### src/rtl/input_debounce.sv
// Two-flop synchronizer plus per-bit settle filter for a bank of async inputs.
// A new level is accepted only after STABLE_CYCLES+1 consecutive stable samples.
module input_debounce #(
  parameter int unsigned WIDTH         = 8,
  parameter int unsigned STABLE_CYCLES = 4
) (
  input  logic             clk,
  input  logic             reset,
  input  logic [WIDTH-1:0] in,
  output logic [WIDTH-1:0] out,
  output logic             busy
);

  localparam int unsigned CW = $clog2(STABLE_CYCLES + 1);
  localparam logic [CW-1:0] CNT_MAX = CW'(STABLE_CYCLES);
  localparam logic [CW-1:0] CNT_ONE = CW'(1);

  typedef enum logic {
    IDLE   = 1'b0,
    SETTLE = 1'b1
  } state_e;

  logic [WIDTH-1:0] s1_q;
  logic [WIDTH-1:0] s2_q;
  logic [WIDTH-1:0] out_q;
  state_e           state_q [WIDTH];
  logic [CW-1:0]    cnt_q   [WIDTH];
  logic [WIDTH-1:0] settle;

  always_ff @(posedge clk or posedge reset) begin
    if (reset) begin
      s1_q  <= '0;
      s2_q  <= '0;
      out_q <= '0;
      for (int i = 0; i < int'(WIDTH); i++) begin
        state_q[i] <= IDLE;
        cnt_q[i]   <= '0;
      end
    end else begin
      s1_q <= in;
      s2_q <= s1_q;
      for (int i = 0; i < int'(WIDTH); i++) begin
        unique case (state_q[i])
          IDLE: begin
            if (s2_q[i] != out_q[i]) begin
              state_q[i] <= SETTLE;
              cnt_q[i]   <= CNT_ONE;
            end else begin
              cnt_q[i] <= '0;
            end
          end
          SETTLE: begin
            // Any sample back at the old level discards the whole window.
            if (s2_q[i] == out_q[i]) begin
              state_q[i] <= IDLE;
              cnt_q[i]   <= '0;
            end else if (cnt_q[i] == CNT_MAX) begin
              out_q[i]   <= s2_q[i];
              state_q[i] <= IDLE;
              cnt_q[i]   <= '0;
            end else begin
              cnt_q[i] <= cnt_q[i] + CNT_ONE;
            end
          end
          default: begin
            state_q[i] <= IDLE;
            cnt_q[i]   <= '0;
          end
        endcase
      end
    end
  end

  always_comb begin
    settle = '0;
    for (int i = 0; i < int'(WIDTH); i++) begin
      settle[i] = (state_q[i] == SETTLE);
    end
  end

  assign busy = |settle;
  assign out  = out_q;

endmodule
### config.mk
export PLATFORM = sky130hd
export DESIGN_NAME = input_debounce
export DESIGN_NICKNAME = d
export VERILOG_FILES = /design/src/rtl/input_debounce.sv
export SDC_FILE = /design/constraint.sdc
export NUM_CORES = 1
export LEC_CHECK = 0
export ABC_AREA = 1
export CORE_MARGIN = 4
export CORE_UTILIZATION = 45
export CTS_CLUSTER_DIAMETER = 80
export DETAILED_ROUTE_END_ITERATION = 6
export PLACE_DENSITY = 0.74
export REMOVE_ABC_BUFFERS = 1
export SLEW_MARGIN = 20
export SYNTH_ARGS = -nofsm -noshare
export SYNTH_HDL_FRONTEND = slang
export SYNTH_SLANG_ARGS = --single-unit
export TNS_END_PERCENT = 50
### constraint.sdc
create_clock -name clk -period 1.91 [get_ports clk]
set_input_delay 0.191 -clock clk [delete_from_list [all_inputs] [get_ports clk]]
set_output_delay 0.191 -clock clk [all_outputs]
set_load 0.05 [all_outputs]
==> impl_summary.txt <==
----------------------------------------------------
[Cells and area]
  Non-Filler Instances ... about 370
  Nets ... between 300 and 400
  Area growth from synthesis to final layout ... 15.23%
  Leading cell type in the layout, fill and taps excluded ... nand2_1
  Antenna diodes ... 0
  Post-route core utilization ... 0.5414
  Fraction of final layout cells sized beyond drive strength 1 ... 0.05405
  Most frequent cells in the layout ... 68 x nand2_1, 60 x inv_1, 56 x dfrtp_1

[Timing]
  Setup violators final ... 0
  Final count of hold timing violations ... 0
  Post-route clock skew ... roughly 0.0042 ns
  Final TNS setup ... 0 ns
  Final worst slack ... 0.2079 ns
  Setup repair after global routing missed its margin ... no
  Maximum frequency from static timing analysis ... just under 0.6 GHz
  Fin crit share ... 0.8912
  Time the worst path needs with I/O delays and setup ... ~1.7 ns
  Tightest slew margin relative to the limit ... 0.6576
  Transition time of the tightest slew-check pin ... just over 0.5 ns
  Total count of max-transition violations in the final report ... 0

[Floorplanning]
  Effective utilization at floorplan ... 0.4698
  IO Count ... 19
  Core Area ... 5140 sq um
  Die W ... 81.26 microns
  DIE HEIGHT ... slightly above 80 microns
  Die footprint ... approximately 6600 sq um
  Num rows ... 26

[Clock network]
  Post-CTS setup buffer count ... 0
  Inserted Clock Buffers ... 5
  CTS clock-pin slew for the worst setup and hold paths ... around 0.09 ns
  Clk sinks ... 56
  Number of buffers on the longest clock path ... 2
  CTS root buf ... clkbuf_8
  H-tree depth reported by CTS ... 2
  Hold buffers post-CTS ... 0
  CTS tree ... yes
  Number of gates resized after cts ... 0
  Clock latency of the later-clocked register in the worst-skew pair ... around 0.29 ns

[Worst setup path]
  Worst Path Class, Setup ... flip-flop to primary output
  Arrival @ worst endpoint ... approximately 1.5 ns
  Crit path max-delay cell type ... clkdlybuf4s50_1
  Startpoint type of the worst setup path ... flip-flop
  Slowest stage delay, CP ... 0.82 ns
  Worst path cell trace ... clkdlybuf4s50_1
  Type of element capturing the critical path ... primary output
  Maximum net fanout on the critical path ... 4
  Number of buffers and inverters on the critical path ... 1
  Family with the most delay on the worst path ... buffers and inverters
  Crit path required time ... about 1.7 ns

[Synth]
  Post-synthesis adder-cell area fraction ... 0.08290
  Yosys cell types ... 11
  Combinational family with the most area after synthesis ... simple AND/OR/NAND/NOR gates
  Cell area after technology mapping ... ~2400 sq um
  Area share of xor/xnor cells in the synthesized design ... 0.007254
  Multiplexer share of the synthesized area ... 0
  Synthesized flop and latch total ... between 50 and 60
  Instance count of the mapped netlist ... 270
  Share of the synthesized area in compound gates (AO/OA/AOI/OAI) ... 0.03731
  Part of the Yosys area used for sequential elements ... 0.5803
  Synth Area in Simple Gates ... 0.1974
  Warnings, synthesis ... 0
  Syn_area_per_cell ... 8.944 sq um

[Global route]
  Via count of the first global-routing pass ... between 1.5k and 2k
  Antenna violations before repair ... 0
  Total global routing overflow ... 0
  Global Route Usage Sum ... 0.1300
  Global-route wire length before repair ... 6.734 mm
  Pin count of the biggest net entering global routing ... 57

[Power]
  Power consumption ... approximately 0.0028 W
  P_leak ... 1.435 nW
  Worst vdd ir ... between 0.6 and 0.7 mV
  Power Density ... about 1000 nW/um^2

[Place]
  Setup WS pre-CTS ... around 0.36 ns
  Port Buffer Count ... 18
  DP Wirelength ... 2.741 mm
  Final estimated routing congestion in global placement ... ~0.75
  Placed Instances ... roughly 360

[Run status]
  Outcome ... completed

[Routing]
  Count of TritonRoute iterations in the first routing pass ... 5
  Final wirelength ... ~3.5 mm
  Drt initial violations ... 64
  Antenna violation net count after detailed routing ... 0
  Via density ... about 4.5
  Wire length per cell after detailed routing ... 9.516 microns
  Number of remaining DRC errors ... 0
  DR vias ... 1,637

[Worst hold path]
  Class of the tightest hold or removal check ... input pin to async pin

[Run]
  MaxCap Viol Count ... 0

----------------------------------------------------
cell usage after synthesis (all sizes together):
master,number,area [sq um]
a21oi,10,50.05
dfrtp,56,1401
ha,16,200.2
inv,61,229.0
nand2,68,255.2
nand3,12,60.06
nand4,1,6.260
nor2,36,155.1
o21ai,8,40.04
xnor2,2,17.52
area by class of cell:
class	instances	area [sq um]
well taps	70	87.58
repair buffers	19	202.7
inverters	61	229.0
clock inverters	1	5.005
clock buffers	6	72.57
fillers	494	2357
flip-flops and latches	56	1401
multi-input cells	153	784.5
metrics by stage:
stage	instance area, sq um	hold slack (ns)
floorplan	2415	0.2224
global placement	2703	0.3319
detailed placement	2703	0.3371
CTS	2780	0.2687
global route	2783	0.2852
finish	2783	0.2565
path summary, 6_finish.rpt:
check                           startpoint   endpoint  slack (ns)  depth (start not counted)
worst max-delay path                out[2]     out[2]        0.21                          1
worst min-delay path                 reset    s2_q[6]        0.26                          3
worst max register to register    cnt_q[3]     out[6]        0.80                          6
worst min register to register     s1_q[1]    s2_q[1]        0.35                          0
max in group asynchronous            reset  settle[3]        1.42                          3
min in group clk                     in[6]    s1_q[6]        0.33                          1
layer usage:
layer / up-vias / wire [microns] / GRT usage
li1: 855 / - / -
met1: 760 / 1537 / 0.1467
met2: 16 / 1773 / 0.2406
met3: 6 / 116 / 0.02661
met4: 0 / 56 / 0.04730
met5: - / 0 / 0
logic make-up (layout without fill, tap and decap cells):
logic type / count (synthesis) / count (layout)
buffers and inverters: 61 / 87
adder cells (fa/ha/maj): 16 / 16
AO/OA/AOI/OAI: 18 / 18
flip-flops: 56 / 56
XOR/XNOR: 2 / 2
AND/OR/NAND/NOR: 117 / 117
report_power, final:
group | total (W) | internal, W | switching, W | leakage, nW
logic | 0.000741 | 0.000271 | 0.000470 | 0.689
registers | 0.00149 | 0.00137 | 0.000124 | 0.705
clock network | 0.000582 | 0.000250 | 0.000332 | 0.0410
total | 0.00282 | 0.00189 | 0.000926 | 1.44
sequential cells by signal, summed over array words and instances, names as in the netlist:
signal,cells
s1_q,8
s2_q,8
out,8
cnt_q,24
settle,8
worst reg2reg max path: cells and delay by family (launching register included):
family                     cells  cell delay (ns)
and+or+nand+nor                3             0.33
AOI/OAI and AO/OA              1             0.08
adders and majority gates      1             0.15
DFF                            1             0.40
buffers and inverters          1             0.08
(Power assumes the default switching activity.)
